==> src/rtl/pipeline_hazard_ctl.sv <==
// Hazard and stall scheduler for the 5-stage pipeline: operand forwarding,
// load-use and data-memory wait stalls, branch flushes, timeout flag and a
// saturating stall-cycle counter.
//
//   state  | meaning
//   -------+------------------------------------------------------------
//   S_RUN  | normal flow; a MEM access without ready starts a wait
//   S_WAIT | pipeline frozen until the data memory signals ready
//   S_ERR  | memory never answered; pipeline frozen until reset
module pipeline_hazard_ctl #(
  parameter int MEM_TIMEOUT = 16,
  parameter int CNT_W       = 16
) (
  input  logic             i_clk,
  input  logic             i_rst,
  input  logic [4:0]       i_rs1_d,
  input  logic [4:0]       i_rs2_d,
  input  logic [4:0]       i_rs1_e,
  input  logic [4:0]       i_rs2_e,
  input  logic [4:0]       i_rd_e,
  input  logic [4:0]       i_rd_m,
  input  logic [4:0]       i_rd_w,
  input  logic [1:0]       i_result_src_e,
  input  logic             i_reg_write_m,
  input  logic             i_reg_write_w,
  input  logic             i_pc_src_e,
  input  logic             i_mem_req_m,
  input  logic             i_mem_ready,
  output logic [1:0]       o_fwd_a_e,
  output logic [1:0]       o_fwd_b_e,
  output logic             o_stall_f,
  output logic             o_stall_d,
  output logic             o_stall_e,
  output logic             o_stall_m,
  output logic             o_flush_d,
  output logic             o_flush_e,
  output logic             o_flush_w,
  output logic             o_mem_timeout,
  output logic [CNT_W-1:0] o_stall_cycles
);

  localparam int WAIT_W = $clog2(MEM_TIMEOUT);
  localparam logic [WAIT_W-1:0] WAIT_LAST = WAIT_W'(MEM_TIMEOUT - 1);

  typedef enum logic [1:0] {S_RUN, S_WAIT, S_ERR} state_t;

  state_t            state;
  logic [WAIT_W-1:0] wait_cnt;
  logic [1:0]        fwd_a;
  logic [1:0]        fwd_b;
  logic              lw_stall;
  logic              mem_stall;
  logic              any_stall;

  // Forwarding selects; the younger MEM result takes precedence over WB.
  always_comb begin
    fwd_a = 2'b00;
    fwd_b = 2'b00;
    if (i_reg_write_m && i_rd_m != 5'd0 && i_rd_m == i_rs1_e)
      fwd_a = 2'b10;
    else if (i_reg_write_w && i_rd_w != 5'd0 && i_rd_w == i_rs1_e)
      fwd_a = 2'b01;
    if (i_reg_write_m && i_rd_m != 5'd0 && i_rd_m == i_rs2_e)
      fwd_b = 2'b10;
    else if (i_reg_write_w && i_rd_w != 5'd0 && i_rd_w == i_rs2_e)
      fwd_b = 2'b01;
  end

  // Load-use detection and memory stall derived from the current state.
  always_comb begin
    lw_stall = (i_result_src_e == 2'b01) && (i_rd_e != 5'd0) &&
               ((i_rd_e == i_rs1_d) || (i_rd_e == i_rs2_d));
    mem_stall = 1'b0;
    case (state)
      S_RUN:   mem_stall = i_mem_req_m & ~i_mem_ready;
      S_WAIT:  mem_stall = ~i_mem_ready;
      S_ERR:   mem_stall = 1'b1;
      default: mem_stall = 1'b0;
    endcase
  end

  // Stall/flush priority: reset, then memory freeze, then load-use/redirect.
  // During a memory freeze a taken branch is held in EX, so no D/E flush.
  always_comb begin
    o_fwd_a_e = fwd_a;
    o_fwd_b_e = fwd_b;
    o_stall_f = 1'b0;
    o_stall_d = 1'b0;
    o_stall_e = 1'b0;
    o_stall_m = 1'b0;
    o_flush_d = 1'b0;
    o_flush_e = 1'b0;
    o_flush_w = 1'b0;
    if (i_rst) begin
      o_fwd_a_e = 2'b00;
      o_fwd_b_e = 2'b00;
      o_flush_d = 1'b1;
      o_flush_e = 1'b1;
      o_flush_w = 1'b1;
    end else if (mem_stall) begin
      o_stall_f = 1'b1;
      o_stall_d = 1'b1;
      o_stall_e = 1'b1;
      o_stall_m = 1'b1;
      o_flush_w = 1'b1;
    end else begin
      o_stall_f = lw_stall;
      o_stall_d = lw_stall;
      o_flush_d = i_pc_src_e;
      o_flush_e = lw_stall | i_pc_src_e;
    end
  end

  assign any_stall = o_stall_f | o_stall_d | o_stall_e | o_stall_m;

  // Wait-state FSM with consecutive-stall timer and sticky timeout flag.
  always_ff @(posedge i_clk) begin
    if (i_rst) begin
      state         <= S_RUN;
      wait_cnt      <= '0;
      o_mem_timeout <= 1'b0;
    end else begin
      case (state)
        S_RUN, S_WAIT: begin
          if (mem_stall) begin
            if (wait_cnt == WAIT_LAST) begin
              state         <= S_ERR;
              o_mem_timeout <= 1'b1;
              wait_cnt      <= '0;
            end else begin
              state    <= S_WAIT;
              wait_cnt <= wait_cnt + WAIT_W'(1);
            end
          end else begin
            state    <= S_RUN;
            wait_cnt <= '0;
          end
        end
        S_ERR: begin
          state    <= S_ERR;
          wait_cnt <= '0;
        end
        default: begin
          state    <= S_RUN;
          wait_cnt <= '0;
        end
      endcase
    end
  end

  // Saturating count of cycles in which any stage was held.
  always_ff @(posedge i_clk) begin
    if (i_rst)
      o_stall_cycles <= '0;
    else if (any_stall && o_stall_cycles != {CNT_W{1'b1}})
      o_stall_cycles <= o_stall_cycles + CNT_W'(1);
  end

endmodule

==> config.mk <==
export PLATFORM = sky130hd
export DESIGN_NAME = pipeline_hazard_ctl
export DESIGN_NICKNAME = d
export VERILOG_FILES = /design/src/rtl/pipeline_hazard_ctl.sv
export SDC_FILE = /design/constraint.sdc
export NUM_CORES = 1
export LEC_CHECK = 0
export CAP_MARGIN = 20
export CORE_ASPECT_RATIO = 2
export CORE_MARGIN = 4
export CORE_UTILIZATION = 41
export DETAILED_ROUTE_END_ITERATION = 12
export PLACE_DENSITY = 0.78
export SETUP_SLACK_MARGIN = 0.02
export SLEW_MARGIN = 10
export SYNTH_ARGS = -nofsm -noshare
export SYNTH_HDL_FRONTEND = slang
export SYNTH_SLANG_ARGS = --single-unit
export TNS_END_PERCENT = 20
==> constraint.sdc <==
create_clock -name i_clk -period 2.2 [get_ports i_clk]
set_input_delay 0.44 -clock i_clk [delete_from_list [all_inputs] [get_ports i_clk]]
set_output_delay 0.44 -clock i_clk [all_outputs]
set_load 0.01 [all_outputs]
## Word-level counts from Yosys, hierarchy flattened

Index checks and enable logic that the tools add are counted.

| cells by class | value |
|---|---|
| eq/ne operators | 11 |
| multiplexer cells | 19 |
| add/subtract/negate cells | 2 |
| reductions and logical operators | 17 |
| bitwise logic cells | 7 |

Operators by type and width:

| operator | count |
|---|---|
| $eq A5 B5 Y1 | 6 |
| $add A16 B1 Y16 const B | 1 |
| $ne A16 B16 Y1 const B | 1 |
| $reduce_bool A5 Y1 | 3 |
| $mux W2 | 6 |
| $mux W1 | 11 |
| $logic_and A1 B1 Y1 | 9 |
| $add A4 B1 Y4 const B | 1 |
| $eq A2 B1 Y1 const B | 2 |
| $eq A4 B4 Y1 const B | 1 |
| $pmux W2 S2 | 1 |
| $reduce_or A4 Y1 | 1 |
| $not A1 Y1 | 3 |
| $or A1 B1 Y1 | 3 |
| $pmux W1 S3 | 1 |
| $reduce_and A3 Y1 | 1 |
| $eq A2 B2 Y1 const B | 1 |
| $logic_not A2 Y1 | 1 |
| $reduce_or A2 Y1 | 1 |
| $and A1 B1 Y1 | 1 |
| $logic_or A1 B1 Y1 | 1 |

| storage, ports and cells | value |
|---|---|
| input port bits | 44 |
| flip-flop bits (word level) | 23 |
| output and inout bits | 28 |

## Longest topological paths before layout

| logic depth | value |
|---|---|
| depth after elaboration | 8 |
| gate-level depth with buffers | 9 |
| mapped depth without buffers | 7 |

## Worst setup path before layout

OpenSTA, ideal clock, no wires.

| path | value |
|---|---|
| kind | input port to output port |
| start | in i_rd_m[1] |
| end | out o_fwd_a_e[0] |
| stages on the path | 4 |
| buffers on the path | 0 |
| data required time | 1.760 ns |
| path slack | -0.043 ns |
| arrival | 1.803 ns |
| cell sequence | or4_1 -> o21ai_0 -> nor3_1 -> nor4_1 |

| on the way | value |
|---|---|
| word-level cells in the longest chain between the ends | 5 |
| elaborated cells on any way between the ends | 6 |
| classes of those cells | eq/ne (1); mux (2); reduce/logical (3) |

Ends and longest elaborated chain:

| element | RTL line | source |
|---|---|---|
| start, declared | 21 | `input logic [4:0] i_rd_m,` |
| $reduce_bool A5 Y1 | 59 | `if (i_reg_write_m && i_rd_m != 5'd0 && i_rd_m == i_rs1_e)` |
| $logic_and A1 B1 Y1 | 59 |  |
| $logic_and A1 B1 Y1 * | 59 |  |
| $mux W2 * | 59 |  |
| $mux W2 * | 94 | `if (i_rst) begin` |
| end, declared | 29 | `output logic [1:0] o_fwd_a_e,` |

Mark *: on every way between the ends. The rest lies on a longest branch, timed or not.

## Final worst setup path

| path | value |
|---|---|
| start | in i_rs1_e[1] |
| end | out o_fwd_a_e[0] |

| on the way | value |
|---|---|
| word-level cells in the longest chain between the ends | 5 |
| elaborated cells on any way between the ends | 7 |
| classes of those cells | eq/ne (2); mux (3); reduce/logical (2) |

Ends and longest elaborated chain:

| element | RTL line | source |
|---|---|---|
| start, declared | 18 | `input logic [4:0] i_rs1_e,` |
| $eq A5 B5 Y1 | 61 | `else if (i_reg_write_w && i_rd_w != 5'd0 && i_rd_w == i_rs1_e)` |
| $logic_and A1 B1 Y1 | 61 |  |
| $mux W1 | 61 |  |
| $mux W2 * | 59 |  |
| $mux W2 * | 94 |  |

Marks and branches as above.

==> summary.txt <==
Worst hold path
  • Worst hold path type: reg2reg
  • Hold Path Depth: 1

Routing
  • Routed WL per cell: 16.0 um
  • Vias/cell: 5.53
  • Total wire length: 5420 um
  • Drt first pass iters: 4
  • DRT antenna net count: 0
  • DRC violation total after the first TritonRoute iteration: 32
  • Total number of vias: 1870
  • # DRC: 0

Place
  • Port Buffers: 71
  • Hpwl dp: ~4200 um
  • Placed Cells: 331
  • Routability Congestion: 0.836
  • Place WS: -0.872 ns
  • Post-Place Cell Area: 2500 um2

Cells and area
  • # fillers: approximately 300
  • Commonest cells after routing, fill and taps aside: 29 x buf_4, 24 x clkdlybuf4s50_1, 23 x dfxtp_1
  • Layout cell share with drive strength beyond 1: 30.8%
  • Nets: between 300 and 400
  • Commonest non-fill, non-tap cell in the layout: buf_4
  • Final instance area: 2580 um2
  • Antenna cells: 0
  • Post-Layout Cell Count: 338
  • Area Overhead vs Synth: 69.0%

Clocking
  • CTS Hold Buffers Added: 0
  • Htree depth: 1
  • CTS max path bufs: 2
  • CTS Buf Count: 3
  • Clock sink count: 23
  • Root Driver: clkbuf_8
  • Worst-skew pair later-pin latency: 0.26 ns
  • CTS tree: built
  • Clock transition at path regs: 0.09 ns

Status
  • Status: finished clean

Global route
  • Largest net degree at the start of global routing: 27
  • First-pass GRT wire length: 7910 um
  • Vias in the first global route: approximately 1.9k
  • Gr ovfl total: 0
  • Tot GR Track Use: a little over a fifth
  • Initial antenna violation count: 0

Timing
  • Final max-slew violation count: 0
  • Hold violation total from the final report: 0
  • FMAX: between 400 and 500 MHz
  • Fin crit period: about 2.2 ns
  • RSZ-0062 raised after global routing: true
  • Clock skew: 0.00743 ns
  • Setup violations, final: 0
  • Worst Max-Slew Pin Slew: 0.355 ns
  • Slew margin rel.: 76.2%
  • Setup TNS: 0 ns
  • Ratio of final minimum period to clock period: 100%
  • Setup WS post-layout: 0.000145 ns

Synthesis
  • Distinct cell type count after synthesis: 40
  • Top post-synthesis cells by area: dfxtp_1 30%, xor2_1 13%, xnor2_1 6.3%
  • Synth Register Bits: 23
  • Share of flip-flops with an asynchronous set or reset: 0%
  • Cell taking the most area after synthesis: dfxtp_1
  • Number of synthesized flops with an enable pin: 0
  • Top cell type's share of synthesized area: 30.2%
  • Post-Synthesis Cells: 186
  • Syn Area/Cell: about 8 um2
  • Synth warn: 0
  • Post-synth net total: 232
  • Main synth FF type: dfxtp_1
  • Sequential-to-total area share from yosys stat: about 30%
  • Post-Syn Area: 1530 um2

Floorplan
  • Die area: 4820 um2
  • Rows: 31
  • Initial Utilization: 42.3%
  • Die width: 51.1 um
  • Die height: 94.3 um
  • Core Region: 3610 um2
  • Io pins: 72

Worst setup path
  • R2R depth: 7
  • Worst setup SP type: input pin
  • Crit-path max FO: 2
  • CP endpoint kind: output port
  • Arrival @ worst endpoint: 1.76 ns
  • Req. time, crit path: 1.76 ns
  • Crit Path Category: in2out

Power and ir drop
  • Tot Pwr: 0.000981 W
  • Peak supply drop: 0.000378 V
  • PD cells: 380 nW/um2
  • Leak Pwr: 1.09 nW

Run
  • Max cap viols: 0
-- cells in the mapped netlist, types with 6 or more instances --
library cell	instances
nand3_1	7
or4_1	9
inv_1	6
nand2_1	7
xor2_1	22
or3_1	9
o21ai_0	10
nor2_1	12
dfxtp_1	23
nor4_1	6
xnor2_1	11
a21oi_1	14
-- path summary, 6_finish.rpt --
kind / from / end / slack (ns)
setup / recovery: i_rs1_e[1] / o_fwd_a_e[0] / 0.0001
hold / removal: wait_cnt[0]$_SDFF_PP0_ / wait_cnt[0]$_SDFF_PP0_ / 0.45
setup reg to reg: o_stall_cycles[6]$_SDFFE_PP0P_ / o_stall_cycles[0]$_SDFFE_PP0P_ / 0.13
hold reg to reg: wait_cnt[0]$_SDFF_PP0_ / wait_cnt[0]$_SDFF_PP0_ / 0.45
-- layout make-up --
type / count / area, um2 / area share, %
Clock inverter: 1 / 5.00 / 0.194
Inverter: 6 / 22.5 / 0.873
Sequential cell: 23 / 460 / 17.8
Clock buffer: 3 / 41.3 / 1.60
Multi-Input combinational cell: 151 / 1120 / 43.6
Tap cell: 49 / 61.3 / 2.38
Timing Repair Buffer: 105 / 866 / 33.6
-- flip-flops by register name, indices dropped and copies added (netlist names) --
name / cells
o_mem_timeout: 1
state: 2
wait_cnt: 4
o_stall_cycles: 16
-- metal layers --
metal / wire [um] / vias to the layer above / GRT usage [%] / part of all wire (%)
li1: - / 891 / - / -
met1: 1600 / 888 / 17.6 / 29
met2: 3380 / 77 / 46.9 / 62
met3: 250 / 14 / 2.54 / 4.6
met4: 194 / 0 / 10.1 / 3.6
met5: 0 / - / 0 / 0
-- logic make-up (layout without fill, tap and decap cells) --
family	count (synthesis)	after routing	share of synthesized area, %
simple gates	73	73	27.5
buf+inv	14	115	4.92
xor+xnor	33	33	18.9
compound gates	40	42	16.2
mux	1	1	0.656
fa+ha+maj	2	2	1.64
flops	23	23	30.2
-- timing repair --
| action | 4_1_cts | 5_1_grt |
|---|---|---|
| endpoints found under the setup margin | 25 | 17 |
| pin swaps | 27 | 7 |
| gates cloned | 0 | 2 |
| setup buffers | 1 | 0 |
| resized for setup | 145 | 18 |
-- through the flow --
| stage | util [%] | hold WS [ns] |
|---|---|---|
| global route | 71.5 | 0.479 |
| detailed placement | 69.3 | 0.439 |
| global placement | 69.3 | 0.431 |
| finish | 71.5 | 0.451 |
| floorplan | - | 0.418 |
| CTS | 69.4 | 0.454 |
-- worst max-delay path, cell delays in order --
cell	delay, ns
clkdlybuf4s15_2	0.21
xor2_1	0.15
or4_4	0.50
nor4_4	0.28
buf_2	0.17
-- power breakdown --
part / internal (W) / switching (W)
Combinational: 0.000157 / 0.000135
Sequential: 0.000422 / 0.00000351
Clock: 0.000126 / 0.000137
Total: 0.000705 / 0.000275
Note: power is estimated with default switching activity, not from simulation.
